**config.mk**
```make
export PLATFORM = sky130hd
export DESIGN_NAME = mem_access_ctrl
export DESIGN_NICKNAME = d
export VERILOG_FILES = /design/src/rtl/mips_mem_pkg.sv /design/src/rtl/load_extract.sv /design/src/rtl/mem_access_ctrl.sv
export SDC_FILE = /design/constraint.sdc
export NUM_CORES = 1
export LEC_CHECK = 0
export CORE_MARGIN = 3
export CORE_UTILIZATION = 48
export DETAILED_ROUTE_END_ITERATION = 10
export PLACE_DENSITY = 0.86
export SYNTH_ARGS = -nofsm -noshare
export SYNTH_HDL_FRONTEND = slang
export SYNTH_HIERARCHICAL = 1
export SYNTH_SLANG_ARGS = --single-unit
```
**constraint.sdc**
```tcl
create_clock -name i_clk -period 4.6 [get_ports i_clk]
set_input_delay 0.92 -clock i_clk [delete_from_list [all_inputs] [get_ports i_clk]]
set_output_delay 0.92 -clock i_clk [all_outputs]
set_load 0.03 [all_outputs]
```
**src/rtl/mips_mem_pkg.sv**
```systemverilog
// Shared definitions for the MEM-stage access controller: opcodes, FSM states,
// access-size decode and byte-lane helpers.
package mips_mem_pkg;

  localparam logic [5:0] OP_LB  = 6'b100000;
  localparam logic [5:0] OP_LH  = 6'b100001;
  localparam logic [5:0] OP_LW  = 6'b100011;
  localparam logic [5:0] OP_LBU = 6'b100100;
  localparam logic [5:0] OP_LHU = 6'b100101;
  localparam logic [5:0] OP_SB  = 6'b101000;
  localparam logic [5:0] OP_SH  = 6'b101001;
  localparam logic [5:0] OP_SW  = 6'b101011;

  localparam int BE_W = 4;

  typedef enum logic [1:0] {IDLE, REQ, DONE} state_t;

  typedef enum logic [1:0] {SZ_NONE, SZ_B, SZ_H, SZ_W} size_t;

  function automatic logic is_load(input logic [5:0] op);
    return (op == OP_LB) || (op == OP_LH) || (op == OP_LW) ||
           (op == OP_LBU) || (op == OP_LHU);
  endfunction

  function automatic logic is_store(input logic [5:0] op);
    return (op == OP_SB) || (op == OP_SH) || (op == OP_SW);
  endfunction

  function automatic size_t access_size(input logic [5:0] op);
    case (op)
      OP_LB, OP_LBU, OP_SB: return SZ_B;
      OP_LH, OP_LHU, OP_SH: return SZ_H;
      OP_LW, OP_SW:         return SZ_W;
      default:              return SZ_NONE;
    endcase
  endfunction

  function automatic logic misaligned(input size_t sz, input logic [1:0] a);
    case (sz)
      SZ_H:    return a[0];
      SZ_W:    return a != 2'b00;
      default: return 1'b0;
    endcase
  endfunction

  function automatic logic [BE_W-1:0] byte_enables(input size_t sz, input logic [1:0] a);
    case (sz)
      SZ_B:    return BE_W'(1) << a;
      SZ_H:    return a[1] ? 4'b1100 : 4'b0011;
      SZ_W:    return 4'b1111;
      default: return '0;
    endcase
  endfunction

  // Replicate the narrow store value across every lane so the RAM only needs byte enables.
  function automatic logic [31:0] lane_wdata(input size_t sz, input logic [31:0] wd);
    case (sz)
      SZ_B:    return {4{wd[7:0]}};
      SZ_H:    return {2{wd[15:0]}};
      default: return wd;
    endcase
  endfunction

endpackage

```
**src/rtl/load_extract.sv**
```systemverilog
// Load-data lane select with sign/zero extension; purely combinational so it
// can also be reused by WB forwarding.
module load_extract
  import mips_mem_pkg::*;
(
  input  logic [5:0]  opcode,
  input  logic [1:0]  addr_lo,
  input  logic [31:0] word,
  output logic [31:0] data
);

  logic [7:0]  byte_sel;
  logic [15:0] half_sel;

  always_comb begin
    byte_sel = word[7:0];
    case (addr_lo)
      2'd0: byte_sel = word[7:0];
      2'd1: byte_sel = word[15:8];
      2'd2: byte_sel = word[23:16];
      2'd3: byte_sel = word[31:24];
      default: byte_sel = word[7:0];
    endcase
    half_sel = addr_lo[1] ? word[31:16] : word[15:0];

    data = word;
    case (opcode)
      OP_LB:   data = {{24{byte_sel[7]}}, byte_sel};
      OP_LBU:  data = {24'd0, byte_sel};
      OP_LH:   data = {{16{half_sel[15]}}, half_sel};
      OP_LHU:  data = {16'd0, half_sel};
      default: data = word;
    endcase
  end

endmodule

```
**src/rtl/mem_access_ctrl.sv**
```systemverilog
// MEM-stage data-memory access controller: byte-lane request generation, req/ack
// handshake with pipeline stall, and load extraction. Optional macro MEM_TIMEOUT_EN.
module mem_access_ctrl
  import mips_mem_pkg::*;
#(
  parameter int ADDR_W      = 32,
  parameter int TIMEOUT_CYC = 16
)(
  input  logic              i_clk,
  input  logic              i_reset_n,
  input  logic              i_valid,
  input  logic [5:0]        i_opcode,
  input  logic [ADDR_W-1:0] i_addr,
  input  logic [31:0]       i_wdata,
  output logic              o_stall,
  output logic              o_req,
  output logic              o_we,
  output logic [BE_W-1:0]   o_be,
  output logic [ADDR_W-1:0] o_maddr,
  output logic [31:0]       o_mwdata,
  input  logic              i_ack,
  input  logic [31:0]       i_mrdata,
  output logic [31:0]       o_rdata,
  output logic              o_rvalid,
  output logic              o_done,
`ifdef MEM_TIMEOUT_EN
  output logic              o_bus_err,
`endif
  output logic              o_misalign
);

  state_t      state;
  logic [5:0]  op_q;
  logic [1:0]  addr_lo_q;
  size_t       sz;
  logic        is_mem;
  logic        bad_align;
  logic        accept;
  logic [31:0] ext_data;

`ifdef MEM_TIMEOUT_EN
  localparam int CNT_W = $clog2(TIMEOUT_CYC + 1);
  logic [CNT_W-1:0] tmo_cnt;
`endif

  assign sz        = access_size(i_opcode);
  assign is_mem    = i_valid && (is_load(i_opcode) || is_store(i_opcode));
  assign bad_align = misaligned(sz, i_addr[1:0]);
  assign accept    = i_reset_n && (state == IDLE) && is_mem && !bad_align;

  // Stall is combinational so EX/MEM freezes in the very cycle the access is accepted.
  assign o_stall = accept || (state == REQ);

  load_extract u_extract (
    .opcode  (op_q),
    .addr_lo (addr_lo_q),
    .word    (i_mrdata),
    .data    (ext_data)
  );

  always_ff @(posedge i_clk) begin
    if (!i_reset_n) begin
      state      <= IDLE;
      op_q       <= '0;
      addr_lo_q  <= '0;
      o_req      <= 1'b0;
      o_we       <= 1'b0;
      o_be       <= '0;
      o_maddr    <= '0;
      o_mwdata   <= '0;
      o_rdata    <= '0;
      o_rvalid   <= 1'b0;
      o_done     <= 1'b0;
      o_misalign <= 1'b0;
`ifdef MEM_TIMEOUT_EN
      o_bus_err  <= 1'b0;
      tmo_cnt    <= '0;
`endif
    end else begin
      o_rvalid   <= 1'b0;
      o_done     <= 1'b0;
      o_misalign <= 1'b0;
`ifdef MEM_TIMEOUT_EN
      o_bus_err  <= 1'b0;
`endif
      case (state)
        IDLE: begin
          if (accept) begin
            op_q      <= i_opcode;
            addr_lo_q <= i_addr[1:0];
            o_we      <= is_store(i_opcode);
            o_be      <= byte_enables(sz, i_addr[1:0]);
            o_maddr   <= {i_addr[ADDR_W-1:2], 2'b00};
            o_mwdata  <= lane_wdata(sz, i_wdata);
            o_req     <= 1'b1;
            state     <= REQ;
`ifdef MEM_TIMEOUT_EN
            tmo_cnt   <= '0;
`endif
          end else if (is_mem && bad_align) begin
            o_misalign <= 1'b1;
          end
        end
        REQ: begin
          // Completion pulses are set here so they are visible during the DONE cycle.
          if (i_ack) begin
            if (!o_we) o_rdata <= ext_data;
            o_rvalid <= !o_we;
            o_done   <= 1'b1;
            o_req    <= 1'b0;
            state    <= DONE;
          end
`ifdef MEM_TIMEOUT_EN
          else if (tmo_cnt == CNT_W'(TIMEOUT_CYC - 1)) begin
            o_req     <= 1'b0;
            o_bus_err <= 1'b1;
            state     <= IDLE;
          end else begin
            tmo_cnt <= tmo_cnt + 1'b1;
          end
`endif
        end
        DONE:    state <= IDLE;
        default: state <= IDLE;
      endcase
    end
  end

endmodule

```
==> flow_metrics.py <==
metrics = {
    "status": {
        "status": "finished, final reports clean",
    },
    "clock_tree": {
        "post-cts-setup-buffers": 0,
        "cts-resized-gates": 0,
        "clock_latency_ns": 0.41,
        "cts_tree": "yes",
        "cts.sinks": 113,
        "cts_root_buf": "clkbuf_16",
        "hold_buffers": 0,
        "cts_buffers": 17,
        "clockBufferDepth": 2,
        "h-tree-depth": 4,
        "clk_pin_slew_worst_paths_ns": 0.05,
    },
    "placed_design": {
        "place_congestion": 0.965,
        "hpwl_um": 12600,
        "portBuffers": 209,
        "placed_area_mm2": 0.00768,
        "place_inst": 978,
    },
    "timing": {
        "slew_viol_final": 0,
        "min_period_ns": 4.15,
        "worst_pin_slew_ns": 1.24,
        "fin_setup_tns_ns": 0,
        "finClkSkew_ns": 0.00635,
        "timing.fmax_ghz": 0.241,
        "min_period_over_period_pct": 90.2,
        "setup_violations": 0,
        "slew_headroom_pct": 17.3,
        "hold_viol_final": 0,
        "rsz0062_at_grt": "no",
    },
    "power_and_ir_drop": {
        "p_int_w": 0.00211,
        "switchingPower_w": 0.000621,
        "p_sw_share_pct": 22.7,
        "pwr_density_cell_mw_per_mm2": 328,
        "clkPwrFrac_pct": 52.8,
        "ir_drop_mv": 0.342,
        "power.total_w": 0.00273,
        "p_leak_nw": 2.83,
        "pwr-share-comb_pct": 10.6,
        "seqPwrFrac_pct": 36.6,
    },
    "logic_synthesis": {
        "synth_cell_type_count": 55,
        "synth_edf_count": 0,
        "syn-mean-instance-area_um2": 8.31,
        "ys.flop_type": "dfxtp_1",
        "syn_area_mm2": 0.00566,
        "ys_seq_area_share_pct": 40.0,
        "ys_async_sr_fraction_pct": 0,
        "ys.warnings.count": 6,
        "syn_inst": 681,
        "synth-seq-cells": 113,
    },
    "worst_hold_path": {
        "hp-class": "register to register",
    },
    "grt": {
        "grt.total_usage_pct": 27.6,
        "grt_first_pass_wirelength_um": 29000,
        "grt-ovfl-total": 0,
        "grt_max_degree": 58,
        "antenna_found_initial": 0,
        "grt_pass1_vias": 5802,
    },
    "final_layout": {
        "final_common_cell": "clkdlybuf4s50_1",
        "layout.nets": 964,
        "layout-drive-gt1-share_pct": 9.70,
        "post_layout_nonfiller_instances": 1009,
        "design_area_mm2": 0.00833,
        "syn2layout_area_growth_pct": 47.2,
        "antenna_cells": 0,
        "most-common-layout-cells": "clkdlybuf4s50_1 (208), dfxtp_1 (113), nand2_1 (109)",
    },
    "floorplanning": {
        "coreArea_mm2": 0.0115,
        "start_util_pct": 49.3,
        "die_x_um": 115,
        "die_h_um": 115,
        "core.rowCount": 39,
        "dieArea_mm2": 0.0131,
        "pin_count": 212,
    },
    "worst_setup_path": {
        "end_kind": "output pin",
        "crit_required_ns": 3.68,
        "cp-start-kind": "input port",
        "crit_fanout": 7,
        "cp.arrival_ns": 3.23,
        "critical_path_class": "input port to output pin",
    },
    "drt": {
        "drtAntennaViolNets": 0,
        "drt_first_pass_iters": 5,
        "route.vias.total": 5991,
        "drc": 0,
        "wl_per_cell_um": 18.4,
        "wl_um": 18500,
        "viasPerCell": 5.94,
        "drtIter0Drc": 829,
    },
    "run": {
        "maxCapViolCount": 0,
    },
}
[Yosys cell counts, drive strengths merged, types with 8 or more instances]
| master | n | area, um^2 |
|---|---|---|
| buf | 32 | 211 |
| dfxtp | 113 | 2260 |
| nor2 | 26 | 108 |
| o21ai | 68 | 340 |
| o211ai | 25 | 238 |
| mux2 | 8 | 90.1 |
| clkbuf | 34 | 128 |
| a22oi | 8 | 60.1 |
| nand2b | 11 | 68.8 |
| and3 | 8 | 50.1 |
| mux2i | 16 | 160 |
| nand2 | 110 | 415 |
| a311oi | 8 | 70.1 |
| nand3 | 44 | 220 |
| a21oi | 92 | 460 |
[logic make-up (layout without fill, tap and decap cells)]
group / Yosys count / count (layout) / synth area share [%]
compound gates: 229 / 229 / 26.1
fa+ha+maj: 4 / 4 / 0.885
buf+inv: 73 / 257 / 6.46
flops: 113 / 113 / 40.0
mux: 31 / 31 / 7.21
other cells: 1 / 2 / 0.0663
simple gates: 230 / 230 / 19.3
[per-stage QoR]
step	hold WS (ns)	setup slack [ns]	utilization, %
finish	0.449	0.453	72.6
global route	0.472	0.205	72.6
CTS	0.452	0.467	72.6
detailed placement	0.445	0.482	67.0
global placement	0.442	0.588	67.0
floorplan	0.425	1.16	-
[critical path, cell delays in order]
cell and delay (ns):
clkdlybuf4s50_1 0.66, a211oi_1 0.09, o21ai_0 0.31, inv_1 0.12, ha_1 0.28, and2_1 0.22, o2111ai_4 0.20, nand2_1 0.14
nand2_1 0.11, buf_4 0.16
[path summary, 6_finish.rpt]
kind	depth (start not counted)	start	slack (ns)	endpoint
worst max-delay path	10	i_opcode[0]	0.45	o_stall
worst max register to register	5	op_q[3]	1.93	o_rdata[17]
worst min-delay path	2	o_be[0]	0.45	o_be[0]
worst min register to register	2	o_be[0]	0.45	o_be[0]
[state kept, by name, indices dropped and copies added, names as in the netlist]
register and flops:
o_done 1, o_mwdata 32, o_maddr 30, o_req 1
o_misalign 1, o_rvalid 1, op_q 6, o_rdata 32
state 2, addr_lo_q 2, o_we 1, o_be 4
[per-layer routing]
layer  up-vias  GRT usage, %  wire [um]
met4         0          9.98        467
met5         -             0          0
met2       348          46.7       9220
li1       2793             -          -
met3        48          7.88       1800
met1      2802          33.2       7030
[cell type report]
cell class	count	area [um^2]
inverter	7	26.3
timing repair buffer	219	2160
fill	835	3140
clock inverter	13	209
sequential	113	2260
clock buffer	18	439
multi-input combinational	496	3050
tap	143	179
[power groups by stage]
stage,clock network (W),registers [W],logic [W]
after floorplan,0,0.00104,0.000119
after global placement,0,0.00102,0.000278
after detailed placement,0,0.00102,0.000284
after CTS,0.00146,0.000999,0.000287
after global routing,0.00150,0.00100,0.000308
final,0.00144,0.00100,0.000290
No activity file was read; power rests on OpenSTA's default activity.
